**config.mk**
```make
export PLATFORM = sky130hd
export DESIGN_NAME = fetch_stage_if_id_flat
export DESIGN_NICKNAME = d
export VERILOG_FILES = /design/src/rtl/fetch_stage_if_id_if.sv /design/src/rtl/fetch_stage_if_id.sv /design/src/flat_wrapper.sv
export SDC_FILE = /design/constraint.sdc
export NUM_CORES = 1
export LEC_CHECK = 0
export ABC_AREA = 1
export CAP_MARGIN = 20
export CORE_ASPECT_RATIO = 1.1
export CORE_MARGIN = 2
export CORE_UTILIZATION = 44
export DETAILED_ROUTE_END_ITERATION = 16
export GPL_ROUTABILITY_DRIVEN = 1
export HOLD_SLACK_MARGIN = 0.08
export PLACE_DENSITY = 0.85
export SLEW_MARGIN = 40
export SYNTH_ARGS = -nofsm -noshare
export SYNTH_HDL_FRONTEND = slang
export SYNTH_SLANG_ARGS = --single-unit
```
**constraint.sdc**
```tcl
create_clock -name clock -period 3.2 [get_ports clock]
set_input_delay 0.64 -clock clock [delete_from_list [all_inputs] [get_ports clock]]
set_output_delay 0.64 -clock clock [all_outputs]
set_load 0.01 [all_outputs]
```
**src/rtl/fetch_stage_if_id_if.sv**
```systemverilog
// rtl/fetch_stage_if_id_if.sv - fetch stage / IF-ID bundle between hazard, control, imem and the fetch block
interface fetch_stage_if_id_if #(
  parameter int ADDR_WIDTH  = 16,
  parameter int INSTR_WIDTH = 16
);
  logic                   pc_stop;
  logic                   if_id_buffer_hold;
  logic                   if_id_buffer_flush;
  logic                   if_pc_mux;
  logic [ADDR_WIDTH-1:0]  ex_if_branch_location_result;
  logic                   ctrl_halt;
  logic [INSTR_WIDTH-1:0] imem_data;
  logic [ADDR_WIDTH-1:0]  if_address_from_pc;
  logic [ADDR_WIDTH-1:0]  if_adder_result_address;
  logic [INSTR_WIDTH-1:0] id_instruction;
  logic [ADDR_WIDTH-1:0]  id_pc_next_address;
  logic                   id_valid;
  logic                   halted;

  modport master (
    output pc_stop, if_id_buffer_hold, if_id_buffer_flush, if_pc_mux,
           ex_if_branch_location_result, ctrl_halt, imem_data,
    input  if_address_from_pc, if_adder_result_address, id_instruction,
           id_pc_next_address, id_valid, halted
  );

  modport slave (
    input  pc_stop, if_id_buffer_hold, if_id_buffer_flush, if_pc_mux,
           ex_if_branch_location_result, ctrl_halt, imem_data,
    output if_address_from_pc, if_adder_result_address, id_instruction,
           id_pc_next_address, id_valid, halted
  );
endinterface

```
**src/rtl/fetch_stage_if_id.sv**
```systemverilog
// rtl/fetch_stage_if_id.sv - PC register, PC+2 adder, redirect mux and IF/ID pipeline register
module fetch_stage_if_id #(
  parameter int                    ADDR_WIDTH      = 16,
  parameter int                    INSTR_WIDTH     = 16,
  parameter logic [ADDR_WIDTH-1:0] RESET_PC        = 16'h0000,
  parameter int                    PC_INCREMENT    = 2,
  parameter logic [INSTR_WIDTH-1:0] NOP_INSTRUCTION = 16'h0000
) (
  input  logic                clock,
  input  logic                reset,
  fetch_stage_if_id_if.slave  bus
);
  typedef enum logic {
    ST_RUN    = 1'b0,
    ST_HALTED = 1'b1
  } state_t;

  state_t                 r_state;
  state_t                 w_state_next;
  logic [ADDR_WIDTH-1:0]  r_pc;
  logic [ADDR_WIDTH-1:0]  w_pc_next;
  logic [ADDR_WIDTH-1:0]  w_pc_plus;
  logic [ADDR_WIDTH-1:0]  w_target;
  logic [INSTR_WIDTH-1:0] r_id_instr;
  logic [INSTR_WIDTH-1:0] w_id_instr_next;
  logic [ADDR_WIDTH-1:0]  r_id_next_pc;
  logic [ADDR_WIDTH-1:0]  w_id_next_pc_next;
  logic                   r_id_valid;
  logic                   w_id_valid_next;
  logic                   w_bubble;

  // Modulo-2^ADDR_WIDTH add; wrap from the top of memory is silent.
  assign w_pc_plus = r_pc + ADDR_WIDTH'(PC_INCREMENT);
  assign w_target  = {bus.ex_if_branch_location_result[ADDR_WIDTH-1:1], 1'b0};
  assign w_bubble  = bus.if_id_buffer_flush | bus.if_pc_mux | bus.ctrl_halt;

  always_comb begin
    w_state_next      = r_state;
    w_pc_next         = r_pc;
    w_id_instr_next   = r_id_instr;
    w_id_next_pc_next = r_id_next_pc;
    w_id_valid_next   = r_id_valid;
    case (r_state)
      ST_RUN: begin
        if (bus.ctrl_halt) begin
          w_state_next = ST_HALTED;
        end
        if (bus.ctrl_halt) begin
          w_pc_next = r_pc;
        end else if (bus.if_pc_mux) begin
          w_pc_next = w_target;
        end else if (bus.pc_stop) begin
          w_pc_next = r_pc;
        end else begin
          w_pc_next = w_pc_plus;
        end
        // The word fetched during a redirect is on the wrong path, so it becomes a bubble.
        if (w_bubble) begin
          w_id_instr_next   = NOP_INSTRUCTION;
          w_id_next_pc_next = '0;
          w_id_valid_next   = 1'b0;
        end else if (!bus.if_id_buffer_hold) begin
          w_id_instr_next   = bus.imem_data;
          w_id_next_pc_next = w_pc_plus;
          w_id_valid_next   = 1'b1;
        end
      end
      ST_HALTED: begin
        w_id_instr_next   = NOP_INSTRUCTION;
        w_id_next_pc_next = '0;
        w_id_valid_next   = 1'b0;
      end
      default: begin
        w_state_next = ST_RUN;
      end
    endcase
  end

  always_ff @(posedge clock) begin
    if (reset) begin
      r_state      <= ST_RUN;
      r_pc         <= RESET_PC;
      r_id_instr   <= NOP_INSTRUCTION;
      r_id_next_pc <= '0;
      r_id_valid   <= 1'b0;
    end else begin
      r_state      <= w_state_next;
      r_pc         <= w_pc_next;
      r_id_instr   <= w_id_instr_next;
      r_id_next_pc <= w_id_next_pc_next;
      r_id_valid   <= w_id_valid_next;
    end
  end

  assign bus.if_address_from_pc      = r_pc;
  assign bus.if_adder_result_address = w_pc_plus;
  assign bus.id_instruction          = r_id_instr;
  assign bus.id_pc_next_address      = r_id_next_pc;
  assign bus.id_valid                = r_id_valid;
  assign bus.halted                  = (r_state == ST_HALTED);
endmodule

```
**src/flat_wrapper.sv**
```systemverilog
// flat-port wrapper written by rule: the top's interface ports become plain ports
module fetch_stage_if_id_flat 
#(
  parameter int                    ADDR_WIDTH      = 16,
  parameter int                    INSTR_WIDTH     = 16,
  parameter logic [ADDR_WIDTH-1:0] RESET_PC        = 16'h0000,
  parameter int                    PC_INCREMENT    = 2,
  parameter logic [INSTR_WIDTH-1:0] NOP_INSTRUCTION = 16'h0000
)
  (clock, reset, bus_pc_stop, bus_if_id_buffer_hold, bus_if_id_buffer_flush, bus_if_pc_mux, bus_ex_if_branch_location_result, bus_ctrl_halt, bus_imem_data, bus_if_address_from_pc, bus_if_adder_result_address, bus_id_instruction, bus_id_pc_next_address, bus_id_valid, bus_halted);
  fetch_stage_if_id_if #(.ADDR_WIDTH(ADDR_WIDTH), .INSTR_WIDTH(INSTR_WIDTH)) bus_i ();
  input  logic clock;
  input  logic reset;
  input wire logic [$bits(bus_i.pc_stop)-1:0] bus_pc_stop;
  input wire logic [$bits(bus_i.if_id_buffer_hold)-1:0] bus_if_id_buffer_hold;
  input wire logic [$bits(bus_i.if_id_buffer_flush)-1:0] bus_if_id_buffer_flush;
  input wire logic [$bits(bus_i.if_pc_mux)-1:0] bus_if_pc_mux;
  input wire logic [$bits(bus_i.ex_if_branch_location_result)-1:0] bus_ex_if_branch_location_result;
  input wire logic [$bits(bus_i.ctrl_halt)-1:0] bus_ctrl_halt;
  input wire logic [$bits(bus_i.imem_data)-1:0] bus_imem_data;
  output wire logic [$bits(bus_i.if_address_from_pc)-1:0] bus_if_address_from_pc;
  output wire logic [$bits(bus_i.if_adder_result_address)-1:0] bus_if_adder_result_address;
  output wire logic [$bits(bus_i.id_instruction)-1:0] bus_id_instruction;
  output wire logic [$bits(bus_i.id_pc_next_address)-1:0] bus_id_pc_next_address;
  output wire logic [$bits(bus_i.id_valid)-1:0] bus_id_valid;
  output wire logic [$bits(bus_i.halted)-1:0] bus_halted;
  assign bus_i.pc_stop = bus_pc_stop;
  assign bus_i.if_id_buffer_hold = bus_if_id_buffer_hold;
  assign bus_i.if_id_buffer_flush = bus_if_id_buffer_flush;
  assign bus_i.if_pc_mux = bus_if_pc_mux;
  assign bus_i.ex_if_branch_location_result = bus_ex_if_branch_location_result;
  assign bus_i.ctrl_halt = bus_ctrl_halt;
  assign bus_i.imem_data = bus_imem_data;
  assign bus_if_address_from_pc = bus_i.if_address_from_pc;
  assign bus_if_adder_result_address = bus_i.if_adder_result_address;
  assign bus_id_instruction = bus_i.id_instruction;
  assign bus_id_pc_next_address = bus_i.id_pc_next_address;
  assign bus_id_valid = bus_i.id_valid;
  assign bus_halted = bus_i.halted;
  fetch_stage_if_id #(.ADDR_WIDTH(ADDR_WIDTH), .INSTR_WIDTH(INSTR_WIDTH), .RESET_PC(RESET_PC), .PC_INCREMENT(PC_INCREMENT), .NOP_INSTRUCTION(NOP_INSTRUCTION)) u_core (.clock(clock), .reset(reset), .bus(bus_i));
endmodule
```
## Word-level counts from Yosys, hierarchy flattened

Index checks and enable logic that the tools add are counted.

- Memories kept: 0
- Flip-flop bits (word level): 50
- Bits in writable memories: 0
- Input bits: 39
- Latch bits: 0
- Memory bits (read-only): 0

- Multiplexer cells: 13
- Multipliers: 0
- Div/mod/pow operators: 0
- $add $sub $neg: 1
- Reductions and logical operators: 1
- Order comparisons: 0
- Shift-type cells: 0
- Equal/unequal tests: 2
- Bitwise operators: 4

Operators with widths:

| cell | number |
|---|---|
| two-way mux 16 bit | 6 |
| one-hot mux 16 bit (2 select lines) | 2 |
| adder 16 x 2 -> 16 bit, second input constant | 1 |
| two-way mux 1 bit | 4 |
| inequality test 3 x 2 -> 1 bit, second input constant | 1 |
| AND reduction 3 bit | 1 |
| inequality test 2 x 1 -> 1 bit, second input constant | 1 |
| NOT 1 bit | 2 |
| OR 1 bit | 2 |
| one-hot mux 1 bit (2 select lines) | 1 |

## Logic depth before layout (Yosys ltp)

Gate-level depths: netlist (run 1).

- Depth after elaboration: 4
- Mapped depth: 8
- Depth with buffers taken out: 8

## Worst setup path before layout (run 1)

No wires, ideal clock.

- Kind: register -> output
- Start point: reg u_core.r_pc[1], in the netlist u_core.bus.if_address_from_pc[1]
- End point: out bus_if_adder_result_address[11]
- Stages on the path, launching flop included: 8
- Arrival: 1.296 ns
- Required time: 2.560 ns
- Setup slack: 1.264 ns
- Cells stage by stage: dfxtp_1 -> ha_1 -> nand3_2 -> inv_2 -> nand2_2 -> nor2_1 -> nand2_1 -> and2_1

- Longest elaborated chain between the ends: 1

Ends and longest elaborated chain:

| element | line | source |
|---|---|---|
| start: declaration | fetch_stage_if_id.sv:20 | `logic [ADDR_WIDTH-1:0] r_pc;` |
| start signal: assignment | fetch_stage_if_id.sv:88 | `r_pc <= w_pc_next;` |
| adder 16 x 2 -> 16 bit | fetch_stage_if_id.sv:33 | `assign w_pc_plus = r_pc + ADDR_WIDTH'(PC_INCREMENT);` |
| end: declaration | flat_wrapper.sv:22 | `output wire logic [$bits(bus_i.if_adder_result_address)-1:0] bus_if_adder_result_address;` |

No other way between the ends.

## Worst setup path after layout (run 1)

Same ends and word-level chain as after synthesis.

==> run_results.csv, run 1 <==
group,metric,value,unit
logic_synthesis,synth.top_cells.by_area,"dfxtp_1, nand2_1, a21oi_1",
setup_path,crit_fanout,5,
detailed_routing,wl,6570,µm
global_routing,antenna_found_initial,0,
timing,slew_violations,0,
clocking,cts_tree,"built",
setup_path,rrSetupSlack,1.56,ns
power,p_comb_frac,0.182,
clocking,post_cts_resized,0,
power,power.switching,0.341,mW
timing,rsz0062_at_grt,"false",
timing,fin_crit,2.78,ns
detailed_routing,dr_total_vias,2350,
placement,gp_congestion,0.863,
detailed_routing,vias_per_cell,5.16,
clocking,cts_buffers,5,
logic_synthesis,synth_top_area_frac,0.439,
power,clkPwrFrac,0.301,
finish,final_common_cell,"clkdlybuf4s50_1",
power,internal-power,0.922,mW
placement,port_buffers,101,
finish,final_cell_mix,"clkdlybuf4s50_1, nand2_1, a21oi_1",
setup_path,critPathRequiredTime,2.56,ns
timing,fin_crit_sh,0.870,
power,leakage,1.18,nW
finish,fill_cells,417,
setup_path,rr_endpoint,"u_core.bus.if_address_from_pc[10]$_SDFFE_PP0P_",
setup_path,endpoint_kind,"output pin",
detailed_routing,post-route-drc-count,0,
detailed_routing,first_iter_violations,120,
global_routing,grt_pass1_vias,2174,
logic_synthesis,ys_seq_elements,49,
die,dieWidth,71.9,µm
timing,skew,0.00517,ns
logic_synthesis,synth.cell_area,2230,µm²
clocking,postCtsHoldBufs,0,
outcome,outcome,"finished clean",
die,row_count,27,
setup_path,crit_type,"reg2out",
finish,seq_area,981,µm²
power,p_seq_frac,0.516,
logic_synthesis,yosysWarnings,0,
finish,synthToLayoutAreaGrowth,48.6,%
die,io_pins,105,
die,initial_utilization,0.453,
clocking,root_buffer,"clkbuf_8",
worst_hold_path,holdPathStages,2,
detailed_routing,postRouteAntennaNets,0,
global_routing,grt_pass1_wl,10200,µm
clocking,clkTransAtPathRegs,0.09,ns
detailed_routing,dr.pass1.iters,4,
clocking,clk_latency,0.31,ns
setup_path,crit_start,"u_core.bus.if_address_from_pc[1]$_SDFFE_PP0P_",
global_routing,grtUsageTotal,0.230,
logic_synthesis,yosysTopAreaCell,"dfxtp_1",
setup_path,start_kind,"register",
clocking,cts_max_path_buffers,2,
global_routing,grt_overflow_total,0,
timing,slew-limit-headroom,0.527,
power,peakVddDrop,206,µV
setup_path,r2r_cells,5,
timing,max_freq,359,MHz
die,core_area,4930,µm²
worst_hold_path,worst_hold_path.endpoint,"u_core.bus.id_pc_next_address[0]$_SDFFE_PP0P_",
logic_synthesis,synthDistinctLibCells,26,
clocking,htreeDepth,2,
power,power.share.switching,0.270,
finish,layout-drive-gt1-share,0.0756,
placement,hpwlAfterDp,4740,µm
clocking,cts_sinks,49,
timing,setup_viol,0,
detailed_routing,routedWlPerCell,14.4,µm
flow_run,maxCapViolations,0,
logic_synthesis,synth_cells,304,
power,power_density,381,nW/µm²
logic_synthesis,ys_seq_area_frac,0.439,
finish,layout.nets,437,
setup_path,r2r_start,"u_core.bus.halted$_SDFF_PP0_",
worst_hold_path,worstHoldPathType,"reg2reg",
timing,setup-tns-final,0,ns
timing,hold_viol_final,0,
die,fp.dieArea,5660,µm²
clocking,post_cts.repair.setup_buffers,0,
timing,tightest_slew,0.709,ns
finish,multi_input_area,1090,µm²
logic_synthesis,syn_area_per_cell,7.34,µm²
setup_path,arrival,2.14,ns
die,fp.dieH,78.7,µm
power,total_power,1.26,mW
finish,diodes,0,
global_routing,grt_max_degree,34,
worst_hold_path,hp-start,"u_core.bus.id_pc_next_address[0]$_SDFFE_PP0P_",
-- registers in the layout (all words and copies together) (netlist names) --
name,count
u_core.bus.id_instruction,16
u_core.bus.id_pc_next_address,16
u_core.bus.if_address_from_pc,15
u_core.bus.halted,1
u_core.bus.id_valid,1
-- final cells by class --
class | count | share of cell area
multi-input cells | 224 | 0.330
clock buffers | 6 | 0.0249
inverters | 14 | 0.0158
well taps | 58 | 0.0219
repair buffers | 103 | 0.309
flip-flops and latches | 49 | 0.296
clock inverters | 1 | 0.00226
-- layer usage --
| metal | vias up | GRT usage | share of wire |
|---|---|---|---|
| met4 | 0 | 0.102 | 0.012 |
| met1 | 1088 | 0.284 | 0.41 |
| met5 | - | 0 | 0 |
| met3 | 6 | 0.0368 | 0.072 |
| li1 | 1176 | - | - |
| met2 | 80 | 0.394 | 0.50 |
-- cells in the mapped netlist --
master    instances
nand2_1          94
a21oi_1          57
dfxtp_1          49
o21ai_0          14
nor2_1           12
inv_1            11
nand3_1          11
buf_4            10
clkbuf_1          6
nand2_2           5
nor2_2            4
and2_1            3
inv_2             3
nand4_1           3
nor2_4            3
xor2_1            3
a31oi_1           2
buf_2             2
nand3_2           2
o21ai_1           2
xnor2_1           2
xnor2_2           2
conb_1            1
ha_1              1
o21ai_2           1
o21bai_2          1
-- logic make-up (layout without fill, tap and decap cells) --
kind of cell               count (synthesis)  in the layout  share of synthesized area
AOI/OAI and AO/OA                         77             77                      0.178
xor gates and xnor gates                   7              7                     0.0342
adders and majority gates                  1              1                    0.00560
buffers and inverters                     32            124                     0.0717
DFF                                       49             49                      0.439
other                                      1              2                    0.00168
and+or+nand+nor                          137            137                      0.269
-- per-stage QoR --
step,worst slack (ns),hold WS [ns],instances,utilization,instance area [µm²]
6_report,0.417,0.442,455,0.673,3320
3_3_place_gp,0.670,0.426,448,0.654,3230
5_1_grt,0.275,0.456,455,0.673,3320
2_1_floorplan,1.26,0.461,305,-,2240
4_1_cts,0.404,0.444,455,0.673,3320
3_5_place_dp,0.611,0.429,448,0.654,3230
-- worst max path at each step --
| stage | slack, ns | cells after the start | endpoint |
|---|---|---|---|
| 5_1_grt | 0.27 | 5 | bus_if_adder_result_address[7] |
| 3_5_place_dp | 0.61 | 7 | u_core.bus.if_address_from_pc[10]$_SDFFE_PP0P_ |
| 3_3_place_gp | 0.67 | 7 | u_core.bus.if_address_from_pc[1]$_SDFFE_PP0P_ |
| 2_1_floorplan | 1.26 | 7 | bus_if_adder_result_address[11] |
| 4_1_cts | 0.40 | 7 | bus_if_adder_result_address[11] |
| 6_report | 0.42 | 7 | bus_if_adder_result_address[11] |
-- power by group through the flow --
| stage | Sequential (mW) | Combinational, mW | Clock, mW |
|---|---|---|---|
| detailed placement | 0.666 | 0.228 | 0 |
| CTS | 0.652 | 0.230 | 0.384 |
| finish | 0.652 | 0.230 | 0.381 |
| global route | 0.656 | 0.246 | 0.407 |
| global placement | 0.666 | 0.224 | 0 |
| floorplan | 0.670 | 0.0913 | 0 |
-- critical path, cell delays in order (launching register included) --
cell,delay (ns)
dfxtp_1,0.41
ha_1,0.23
nand3_2,0.16
inv_2,0.11
nand2_2,0.09
o21bai_2,0.15
and2_1,0.15
clkdlybuf4s50_1,0.53
(Power assumes the default switching activity.)
==> run 2, diff against run 1 <==
==> constraint.sdc (replaced) <==
create_clock -name clock -period 3.4 [get_ports clock]
set_input_delay 0.68 -clock clock [delete_from_list [all_inputs] [get_ports clock]]
set_output_delay 0.68 -clock clock [all_outputs]
set_load 0.01 [all_outputs]
==> run_results.csv, run 2 (same netlist as run 1, synthesis figures left out) <==
group,metric,value,unit
timing,slew_violations,0,
die,fp.dieH,78.7,µm
global_routing,grt_overflow_total,0,
timing,setup_viol,0,
power,clkPwrFrac,0.310,
detailed_routing,dr.pass1.iters,4,
outcome,outcome,"finished clean",
worst_hold_path,worstHoldPathType,"reg2reg",
timing,rsz0062_at_grt,"false",
global_routing,grtUsageTotal,0.224,
finish,layout-drive-gt1-share,0.0779,
power,power.share.switching,0.259,
detailed_routing,routedWlPerCell,14.2,µm
clocking,htreeDepth,2,
die,io_pins,105,
die,initial_utilization,0.453,
setup_path,crit_type,"reg2out",
timing,hold_viol_final,0,
timing,fin_crit,2.87,ns
setup_path,arrival,2.19,ns
power,power.switching,0.311,mW
clocking,clk_latency,0.29,ns
power,p_comb_frac,0.179,
clocking,postCtsHoldBufs,0,
clocking,cts_tree,"built",
finish,layout.nets,437,
detailed_routing,wl,6460,µm
clocking,clkTransAtPathRegs,0.09,ns
detailed_routing,first_iter_violations,103,
setup_path,crit_fanout,5,
flow_run,maxCapViolations,0,
clocking,cts_max_path_buffers,2,
power,internal-power,0.891,mW
global_routing,grt_max_degree,34,
power,power_density,361,nW/µm²
global_routing,antenna_found_initial,0,
timing,max_freq,348,MHz
placement,port_buffers,101,
setup_path,endpoint_kind,"output pin",
timing,fin_crit_sh,0.845,
die,dieWidth,71.9,µm
die,core_area,4930,µm²
placement,hpwlAfterDp,4670,µm
clocking,cts_buffers,5,
clocking,cts_sinks,49,
detailed_routing,post-route-drc-count,0,
clocking,post_cts_resized,0,
global_routing,grt_pass1_wl,10100,µm
detailed_routing,dr_total_vias,2309,
finish,diodes,0,
global_routing,grt_pass1_vias,2167,
power,p_seq_frac,0.511,
setup_path,start_kind,"register",
setup_path,critPathRequiredTime,2.72,ns
placement,gp_congestion,0.859,
finish,final_common_cell,"clkdlybuf4s50_1",
timing,setup-tns-final,0,ns
timing,tightest_slew,0.703,ns
die,row_count,27,
detailed_routing,postRouteAntennaNets,0,
clocking,post_cts.repair.setup_buffers,0,
detailed_routing,vias_per_cell,5.06,
timing,hold_ws,0.439,ns
finish,synthToLayoutAreaGrowth,49.1,%
power,leakage,1.19,nW
finish,final_cell_mix,"clkdlybuf4s50_1, nand2_1, a21oi_1",
die,fp.dieArea,5660,µm²
timing,slew-limit-headroom,0.530,
clocking,root_buffer,"clkbuf_8",
power,peakVddDrop,222,µV
timing,skew,0.00626,ns
## run 2: cell count changes in the layout (fill, tap and decap cells not counted), sizes merged
cell	delta
clkinv	+1
clkbuf	+1
clkinvlp	-1
## run 2: worst paths after layout
kind	depth (start not counted)	slack (ns)	from	end
hold reg to reg	2	0.44	u_core.bus.id_pc_next_address[0]$_SDFFE_PP0P_	u_core.bus.id_pc_next_address[0]$_SDFFE_PP0P_
setup / recovery	5	0.53	u_core.bus.if_address_from_pc[1]$_SDFFE_PP0P_	bus_if_adder_result_address[7]
setup reg to reg	5	1.77	u_core.bus.halted$_SDFF_PP0_	u_core.bus.id_instruction[7]$_SDFFE_PP0P_
hold / removal	2	0.44	u_core.bus.id_pc_next_address[0]$_SDFFE_PP0P_	u_core.bus.id_pc_next_address[0]$_SDFFE_PP0P_
## run 2: area by class of cell
cell class,count,area (µm²)
fill,417,1600
multi-input combinational,224,1090
timing repair buffer,103,1030
sequential,49,981
clock buffer,7,96.3
tap,58,72.6
inverter,14,52.6
clock inverter,1,5.00
## run 2: worst max-delay path, cell delays in order, from the launching register on
cell	delay, ns
dfxtp_1	0.41
ha_1	0.23
nand3_2	0.16
nor2_4	0.15
xor2_1	0.33
clkdlybuf4s50_1	0.62
## run 2: power groups by stage
stage | registers, mW | logic, mW | clock network, mW
detailed placement | 0.627 | 0.214 | 0
floorplan | 0.631 | 0.0859 | 0
global placement | 0.627 | 0.211 | 0
global route | 0.617 | 0.231 | 0.395
finish | 0.614 | 0.216 | 0.372
CTS | 0.614 | 0.216 | 0.380
## run 2: through the flow
stage | utilization | power, mW | setup slack, ns | cells | cell area (µm²)
detailed placement | 0.654 | 0.841 | 0.789 | 448 | 3230
global route | 0.675 | 1.24 | 0.406 | 456 | 3330
floorplan | - | 0.717 | 1.42 | 305 | 2240
global placement | 0.654 | 0.838 | 0.817 | 448 | 3230
finish | 0.675 | 1.20 | 0.526 | 456 | 3330
CTS | 0.675 | 1.21 | 0.542 | 456 | 3330
## run 2: layer usage
layer,up-vias,track usage,wire [µm]
met5,-,0,0
met3,10,0.0381,449
li1,1176,-,-
met2,87,0.379,3230
met1,1036,0.289,2640
met4,0,0.0698,136
